===== src/rtl/dds_sweep_ctrl_if.sv =====
// Config channel of the DDS frequency-sweep sequencer: valid/ready handshake plus the sweep description.
interface dds_sweep_ctrl_if #(
    parameter int FREQ_WIDTH = 32,
    parameter int CNT_WIDTH  = 16
);
    logic                  cfg_valid;
    logic                  cfg_ready;
    logic [FREQ_WIDTH-1:0] cfg_start;
    logic [FREQ_WIDTH-1:0] cfg_step;
    logic [CNT_WIDTH-1:0]  cfg_num_steps;
    logic [CNT_WIDTH-1:0]  cfg_dwell;
    logic                  cfg_repeat;

    modport master (
        output cfg_valid,
        output cfg_start,
        output cfg_step,
        output cfg_num_steps,
        output cfg_dwell,
        output cfg_repeat,
        input  cfg_ready
    );

    modport slave (
        input  cfg_valid,
        input  cfg_start,
        input  cfg_step,
        input  cfg_num_steps,
        input  cfg_dwell,
        input  cfg_repeat,
        output cfg_ready
    );
endinterface


===== src/rtl/dds_sweep_ctrl.sv =====
// Frequency-sweep sequencer feeding the DDS phase accumulator (FCW stepping, dwell, advance enable).
// Optional macro DDS_SWEEP_TRIANGLE_EN: repeat mode bounces between endpoints instead of sawtooth restart.
module dds_sweep_ctrl #(
    parameter int FREQ_WIDTH = 32,
    parameter int CNT_WIDTH  = 16
) (
    input  logic                  clk,
    input  logic                  rst_n,
    dds_sweep_ctrl_if.slave       cfg,
    input  logic                  start,
    input  logic                  abort,
    output logic [FREQ_WIDTH-1:0] freq_out,
    output logic                  freq_valid,
    output logic                  phase_ad_valid,
    output logic                  busy,
    output logic [CNT_WIDTH-1:0]  step_idx,
    output logic                  sweep_done
);
    localparam logic [1:0] ST_IDLE  = 2'd0;
    localparam logic [1:0] ST_ARMED = 2'd1;
    localparam logic [1:0] ST_RUN   = 2'd2;
    localparam logic [1:0] ST_DONE  = 2'd3;

    localparam logic [CNT_WIDTH-1:0] CNT_ZERO = '0;
    localparam logic [CNT_WIDTH-1:0] CNT_ONE  = CNT_WIDTH'(1);

    logic [1:0]            state_q, state_d;
    logic [FREQ_WIDTH-1:0] start_sh_q, start_sh_d;
    logic [FREQ_WIDTH-1:0] step_sh_q, step_sh_d;
    logic [CNT_WIDTH-1:0]  num_sh_q, num_sh_d;
    logic [CNT_WIDTH-1:0]  dwell_sh_q, dwell_sh_d;
    logic                  repeat_sh_q, repeat_sh_d;
    logic [FREQ_WIDTH-1:0] freq_q, freq_d;
    logic [CNT_WIDTH-1:0]  idx_q, idx_d;
    logic [CNT_WIDTH-1:0]  dwell_cnt_q, dwell_cnt_d;
    logic                  cfg_ready_q, cfg_ready_d;
    logic                  freq_valid_q, freq_valid_d;
    logic                  sweep_done_q, sweep_done_d;
`ifdef DDS_SWEEP_TRIANGLE_EN
    logic                  dir_down_q, dir_down_d;
`endif

    logic                  cfg_fire;
    logic                  point_end;
    logic [CNT_WIDTH-1:0]  dwell_eff;
    logic [CNT_WIDTH-1:0]  last_idx;

    // Zero-valued count fields behave as one point / one cycle.
    assign dwell_eff = (dwell_sh_q == CNT_ZERO) ? CNT_ONE : dwell_sh_q;
    assign last_idx  = (num_sh_q == CNT_ZERO) ? CNT_ZERO : (num_sh_q - CNT_ONE);
    assign cfg_fire  = cfg.cfg_valid & cfg_ready_q;
    assign point_end = (dwell_cnt_q == CNT_ONE) || (dwell_cnt_q == CNT_ZERO);

    always_comb begin
        state_d      = state_q;
        start_sh_d   = start_sh_q;
        step_sh_d    = step_sh_q;
        num_sh_d     = num_sh_q;
        dwell_sh_d   = dwell_sh_q;
        repeat_sh_d  = repeat_sh_q;
        freq_d       = freq_q;
        idx_d        = idx_q;
        dwell_cnt_d  = dwell_cnt_q;
        freq_valid_d = 1'b0;
        sweep_done_d = 1'b0;
`ifdef DDS_SWEEP_TRIANGLE_EN
        dir_down_d   = dir_down_q;
`endif

        if (cfg_fire) begin
            start_sh_d  = cfg.cfg_start;
            step_sh_d   = cfg.cfg_step;
            num_sh_d    = cfg.cfg_num_steps;
            dwell_sh_d  = cfg.cfg_dwell;
            repeat_sh_d = cfg.cfg_repeat;
        end

        case (state_q)
            ST_IDLE: begin
                if (cfg_fire) begin
                    state_d = ST_ARMED;
                end
            end

            ST_ARMED: begin
                // Launch uses the config held before any same-cycle handshake.
                if (start && !abort) begin
                    state_d      = ST_RUN;
                    freq_d       = start_sh_q;
                    idx_d        = CNT_ZERO;
                    dwell_cnt_d  = dwell_eff;
                    freq_valid_d = 1'b1;
`ifdef DDS_SWEEP_TRIANGLE_EN
                    dir_down_d   = 1'b0;
`endif
                end
            end

            ST_RUN: begin
                if (abort) begin
                    state_d = ST_ARMED;
                end else if (!point_end) begin
                    dwell_cnt_d = dwell_cnt_q - CNT_ONE;
                end else begin
                    dwell_cnt_d = dwell_eff;
`ifdef DDS_SWEEP_TRIANGLE_EN
                    if (dir_down_q) begin
                        freq_valid_d = 1'b1;
                        if (idx_q == CNT_ZERO) begin
                            sweep_done_d = 1'b1;
                            dir_down_d   = 1'b0;
                            freq_d       = freq_q + step_sh_q;
                            idx_d        = idx_q + CNT_ONE;
                        end else begin
                            freq_d = freq_q - step_sh_q;
                            idx_d  = idx_q - CNT_ONE;
                        end
                    end else
`endif
                    if (idx_q < last_idx) begin
                        freq_d       = freq_q + step_sh_q;
                        idx_d        = idx_q + CNT_ONE;
                        freq_valid_d = 1'b1;
                    end else begin
                        sweep_done_d = 1'b1;
                        if (!repeat_sh_q) begin
                            state_d = ST_DONE;
                        end else begin
                            freq_valid_d = 1'b1;
`ifdef DDS_SWEEP_TRIANGLE_EN
                            // A single-point sweep has nothing to bounce off; it just replays.
                            if (last_idx != CNT_ZERO) begin
                                dir_down_d = 1'b1;
                                freq_d     = freq_q - step_sh_q;
                                idx_d      = idx_q - CNT_ONE;
                            end else begin
                                freq_d = start_sh_q;
                                idx_d  = CNT_ZERO;
                            end
`else
                            freq_d = start_sh_q;
                            idx_d  = CNT_ZERO;
`endif
                        end
                    end
                end
            end

            ST_DONE: begin
                state_d = ST_ARMED;
            end

            default: begin
                state_d = ST_IDLE;
            end
        endcase

        cfg_ready_d = (state_d == ST_IDLE) || (state_d == ST_ARMED);
    end

    always_ff @(posedge clk) begin
        if (!rst_n) begin
            state_q      <= ST_IDLE;
            start_sh_q   <= '0;
            step_sh_q    <= '0;
            num_sh_q     <= '0;
            dwell_sh_q   <= '0;
            repeat_sh_q  <= 1'b0;
            freq_q       <= '0;
            idx_q        <= '0;
            dwell_cnt_q  <= '0;
            cfg_ready_q  <= 1'b0;
            freq_valid_q <= 1'b0;
            sweep_done_q <= 1'b0;
`ifdef DDS_SWEEP_TRIANGLE_EN
            dir_down_q   <= 1'b0;
`endif
        end else begin
            state_q      <= state_d;
            start_sh_q   <= start_sh_d;
            step_sh_q    <= step_sh_d;
            num_sh_q     <= num_sh_d;
            dwell_sh_q   <= dwell_sh_d;
            repeat_sh_q  <= repeat_sh_d;
            freq_q       <= freq_d;
            idx_q        <= idx_d;
            dwell_cnt_q  <= dwell_cnt_d;
            cfg_ready_q  <= cfg_ready_d;
            freq_valid_q <= freq_valid_d;
            sweep_done_q <= sweep_done_d;
`ifdef DDS_SWEEP_TRIANGLE_EN
            dir_down_q   <= dir_down_d;
`endif
        end
    end

    assign cfg.cfg_ready    = cfg_ready_q;
    assign freq_out         = freq_q;
    assign step_idx         = idx_q;
    assign freq_valid       = freq_valid_q;
    assign sweep_done       = sweep_done_q;
    assign busy             = (state_q == ST_RUN);
    assign phase_ad_valid   = (state_q == ST_RUN);
endmodule


===== src/flat_wrapper.sv =====
// flat-port wrapper written by rule: the top's interface ports become plain ports
module dds_sweep_ctrl_flat 
#(
    parameter int FREQ_WIDTH = 32,
    parameter int CNT_WIDTH  = 16
)
  (clk, rst_n, start, abort, freq_out, freq_valid, phase_ad_valid, busy, step_idx, sweep_done, cfg_cfg_valid, cfg_cfg_start, cfg_cfg_step, cfg_cfg_num_steps, cfg_cfg_dwell, cfg_cfg_repeat, cfg_cfg_ready);
  dds_sweep_ctrl_if #(.FREQ_WIDTH(FREQ_WIDTH), .CNT_WIDTH(CNT_WIDTH)) cfg_i ();
  input  logic clk;
  input  logic rst_n;
  input  logic start;
  input  logic abort;
  output logic [FREQ_WIDTH-1:0] freq_out;
  output logic freq_valid;
  output logic phase_ad_valid;
  output logic busy;
  output logic [CNT_WIDTH-1:0] step_idx;
  output logic sweep_done;
  input wire logic [$bits(cfg_i.cfg_valid)-1:0] cfg_cfg_valid;
  input wire logic [$bits(cfg_i.cfg_start)-1:0] cfg_cfg_start;
  input wire logic [$bits(cfg_i.cfg_step)-1:0] cfg_cfg_step;
  input wire logic [$bits(cfg_i.cfg_num_steps)-1:0] cfg_cfg_num_steps;
  input wire logic [$bits(cfg_i.cfg_dwell)-1:0] cfg_cfg_dwell;
  input wire logic [$bits(cfg_i.cfg_repeat)-1:0] cfg_cfg_repeat;
  output wire logic [$bits(cfg_i.cfg_ready)-1:0] cfg_cfg_ready;
  assign cfg_i.cfg_valid = cfg_cfg_valid;
  assign cfg_i.cfg_start = cfg_cfg_start;
  assign cfg_i.cfg_step = cfg_cfg_step;
  assign cfg_i.cfg_num_steps = cfg_cfg_num_steps;
  assign cfg_i.cfg_dwell = cfg_cfg_dwell;
  assign cfg_i.cfg_repeat = cfg_cfg_repeat;
  assign cfg_cfg_ready = cfg_i.cfg_ready;
  dds_sweep_ctrl #(.FREQ_WIDTH(FREQ_WIDTH), .CNT_WIDTH(CNT_WIDTH)) u_core (.clk(clk), .rst_n(rst_n), .cfg(cfg_i), .start(start), .abort(abort), .freq_out(freq_out), .freq_valid(freq_valid), .phase_ad_valid(phase_ad_valid), .busy(busy), .step_idx(step_idx), .sweep_done(sweep_done));
endmodule

===== config.mk =====
export PLATFORM = sky130hd
export DESIGN_NAME = dds_sweep_ctrl_flat
export DESIGN_NICKNAME = d
export VERILOG_FILES = /design/src/rtl/dds_sweep_ctrl_if.sv /design/src/rtl/dds_sweep_ctrl.sv /design/src/flat_wrapper.sv
export SDC_FILE = /design/constraint.sdc
export NUM_CORES = 1
export LEC_CHECK = 0
export CAP_MARGIN = 25
export CORE_ASPECT_RATIO = 1.25
export CORE_MARGIN = 2
export CORE_UTILIZATION = 25
export DETAILED_ROUTE_END_ITERATION = 6
export GPL_TIMING_DRIVEN = 1
export SLEW_MARGIN = 20
export SYNTH_ARGS = -nofsm -noshare
export SYNTH_HDL_FRONTEND = slang
export SYNTH_SLANG_ARGS = --single-unit

===== constraint.sdc =====
create_clock -name clk -period 4.9 [get_ports clk]
set_clock_uncertainty 0.15 [all_clocks]
set_input_delay 0.98 -clock clk [delete_from_list [all_inputs] [get_ports clk]]
set_output_delay 0.98 -clock clk [all_outputs]
set_load 0.05 [all_outputs]

==> impl_metrics.csv <==
group,metric,value,unit
route,drc,0,
floorplanning,die_w,174,um
cells_and_area,drive_above_1_share,5.58,%
floorplanning,placeableCoreArea,35600,um^2
clock_network,cts_num_sinks,166,
timing,setup_viol,0,
floorplanning,die-area,37700,um^2
clock_network,clockBufferDepth,2,
clock_network,cts_resized,0,
timing,fmax,225,MHz
synth,synth_seq_cells,166,
cells_and_area,area_delta_synth_final,29.1,%
power,power_density,302,nW/um^2
cells_and_area,nNetsFinal,1454,
clock_network,cts.clk_slew.worst_paths,0.07,ns
route,drt_iter0_drc,451,
cells_and_area,fillers,3747,
clock_network,clk_latency,0.44,ns
setup_path,cp_data_required_time,5.10,ns
status,status,"complete, no violations",
clock_network,htreeDepth,4,
worst_hold_path,hp-start,"u_core.start_sh_q[7]",
synth,syn_inst,1175,
synth,synth_area_leader_cell,"dfxtp_1",
cells_and_area,final_cell_area,11700,um^2
worst_hold_path,min_path_type,"reg2reg",
synth,async_flop_share,0,%
setup_path,reg2reg_from,"u_core.num_sh_q[8]",
place,place_hpwl,19900,um
job,maxCapViolations,0,
clock_network,cts_tree,"yes",
synth,netlist_area,9040,um^2
worst_hold_path,min_to,"u_core.start_sh_q[7]",
synth,avgSynthCellArea,7.69,um^2
place,dpl-instance-area,11000,um^2
clock_network,holdBufCountCts,0,
global_route,gr-usage-all-layers,14.7,%
setup_path,r2r_setup_slack,0.46,ns
setup_path,worstRegToRegCells,15,
synth,ys_types,76,
clock_network,cts_made_buffers,17,
timing,period_share,90.5,%
synth,yosysSeqAreaShare,36.8,%
timing,hold_viol,0,
timing,tns,0,ns
synth,syn-num-nets,1333,
synth,yosysMostFrequentCell,"nand2_1",
route,firstDrtPassIters,5,
timing,rsz0062_at_grt,"false",
synth,yosysTopAreaCellShare,36.8,%
power,peakVddDrop,0.000210,V
synth,yosys-top-cells-area,"dfxtp_1 (37%), nand2_1 (12%), a21oi_1 (8.7%), ha_1 (7.6%), nor2_1 (3.1%)",
clock_network,post_cts_buffers,0,
place,globalplace.congestion,0.814,
timing,min_period,4.44,ns
global_route,grt_pass1_wl,44600,um
floorplanning,die_h,217,um
setup_path,startpoint_type,"register",
floorplanning,io_pins,155,
setup_path,crit_path_max_fanout,19,
clock_network,clock_tree.root_cell,"clkbuf_16",
power,total_power,3.52,mW
setup_path,path_class,"reg2reg",
route,dr_total_vias,8717,
synth,synth_warnings,0,
global_route,antenna_found_initial,0,
timing,drv_slew,0,
route,wl_per_cell,15.5,um
setup_path,cp_data_arrival_time,4.64,ns
setup_path,crit_path_end_kind,"register",
cells_and_area,antenna_cells,0,
timing,tightest_slew,0.769,ns
worst_hold_path,holdPathStages,2,
timing,fin_ws,0.464,ns
route,vias_per_cell,4.89,
setup_path,worstReg2RegEnd,"u_core.freq_out[28]",
global_route,grt_max_degree,99,
timing,relSlewSlack,48.7,%
route,ant_nets,0,
floorplanning,start_util,25.4,%
global_route,overflow,0,
power,leakage,4.49,nW
synth,ys_top_cells_by_count,"nand2_1 (279), dfxtp_1 (166), a21oi_1 (157)",
synth,synth_edf_count,0,
synth,synth_flop_cell,"dfxtp_1",
route,routed_wl,27700,um
global_route,grt_pass1_vias,8529,
place,place_ws,0.385,ns
floorplanning,row_count,77,
place,port_buffers,154,
-- logic make-up (layout without fill, tap and decap cells) --
logic type                 Yosys count  after routing  synth area share [%]
and+or+nand+nor                    490            490                  24.2
AOI/OAI and AO/OA                  329            329                  22.3
DFF                                166            166                  36.8
buffers and inverters               90            224                  4.49
adders and majority gates           56             56                  7.84
xor gates and xnor gates            40             40                  3.88
muxes                                4              4                 0.443
-- worst max-delay path by stage --
stage,slack (ns),endpoint,cells past startpoint,startpoint
finish,0.46,u_core.freq_out[28],15,u_core.num_sh_q[8]
global route,0.15,u_core.freq_out[26],17,u_core.num_sh_q[4]
CTS,0.34,u_core.freq_out[26],17,u_core.num_sh_q[4]
detailed placement,0.39,u_core.freq_out[26],17,u_core.num_sh_q[4]
global placement,0.44,u_core.freq_out[26],17,u_core.num_sh_q[4]
floorplan,0.90,u_core.step_idx[12],17,u_core.num_sh_q[8]
-- placed cells by master, fill, tap and decap left out, types with 5 or more instances in the layout --
cell / n
o21a_1: 5
buf_4: 12
xnor2_1: 22
o21ai_1: 29
o211ai_1: 5
nand2_1: 278
and3_1: 18
nor3_1: 27
a211oi_1: 13
dfxtp_1: 166
clkdlybuf4s50_1: 154
nand3b_1: 13
ha_1: 55
a221oi_1: 5
clkbuf_16: 17
nor2_1: 74
nand2b_1: 6
nand4_1: 7
a22oi_1: 5
a31oi_1: 15
nand3_1: 23
or2_2: 5
o21ai_0: 26
a21o_1: 21
a21oi_1: 157
nor4_1: 12
xor2_1: 18
inv_1: 20
-- through the flow --
step | hold slack (ns) | util, % | cells
5_1_grt | 0.326 | 32.8 | 1783
3_5_place_dp | 0.297 | 31.0 | 1751
2_1_floorplan | 0.282 | - | 1175
3_3_place_gp | 0.298 | 31.0 | 1750
6_report | 0.305 | 32.8 | 1783
4_1_cts | 0.306 | 32.8 | 1783
-- critical path, stage by stage, from the launching register on --
cell and delay (ns):
dfxtp_1 0.37, or4_4 0.60, nor4_4 0.19, nand4_2 0.36
nand2_1 0.19, ha_1 0.26, a21o_1 0.17, a21o_1 0.17
a221o_1 0.35, a2bb2oi_1 0.16, nand3_2 0.15, or2_2 0.49
buf_4 0.29, nor3_1 0.15, nand3_1 0.11, a41oi_1 0.20
-- layout make-up --
type,instances,area [um^2],share of cell area (%)
Multi-Input combinational cell,919,5330,45.7
Sequential cell,166,3320,28.5
Timing Repair Buffer,170,1710,14.7
Tap cell,474,593,5.08
Clock buffer,21,450,3.86
Clock inverter,11,173,1.48
Inverter,22,85.1,0.729
-- report_power, final --
part | internal [mW] | switching [mW]
logic | 0.257 | 0.351
clock network | 0.870 | 0.583
registers | 1.41 | 0.0520
total | 2.53 | 0.987
-- layer usage --
layer  GRT usage (%)  up-vias  routed length [um]
met4            4.65        0                 537
met5               0        -                   0
met3            2.74       38                1140
met2            26.1      212               13700
li1                -     4379                   -
met1            17.9     4088               12300
-- registers in the layout, indices dropped and copies added, names as in the netlist --
register              flops
u_core.cfg.cfg_ready      1
u_core.dwell_cnt_q       16
u_core.dwell_sh_q        16
u_core.freq_out          32
u_core.freq_valid         1
u_core.num_sh_q          16
u_core.repeat_sh_q        1
u_core.start_sh_q        32
u_core.state_q            2
u_core.step_idx          16
u_core.step_sh_q         32
u_core.sweep_done         1
No activity file was read; power rests on OpenSTA's default activity.
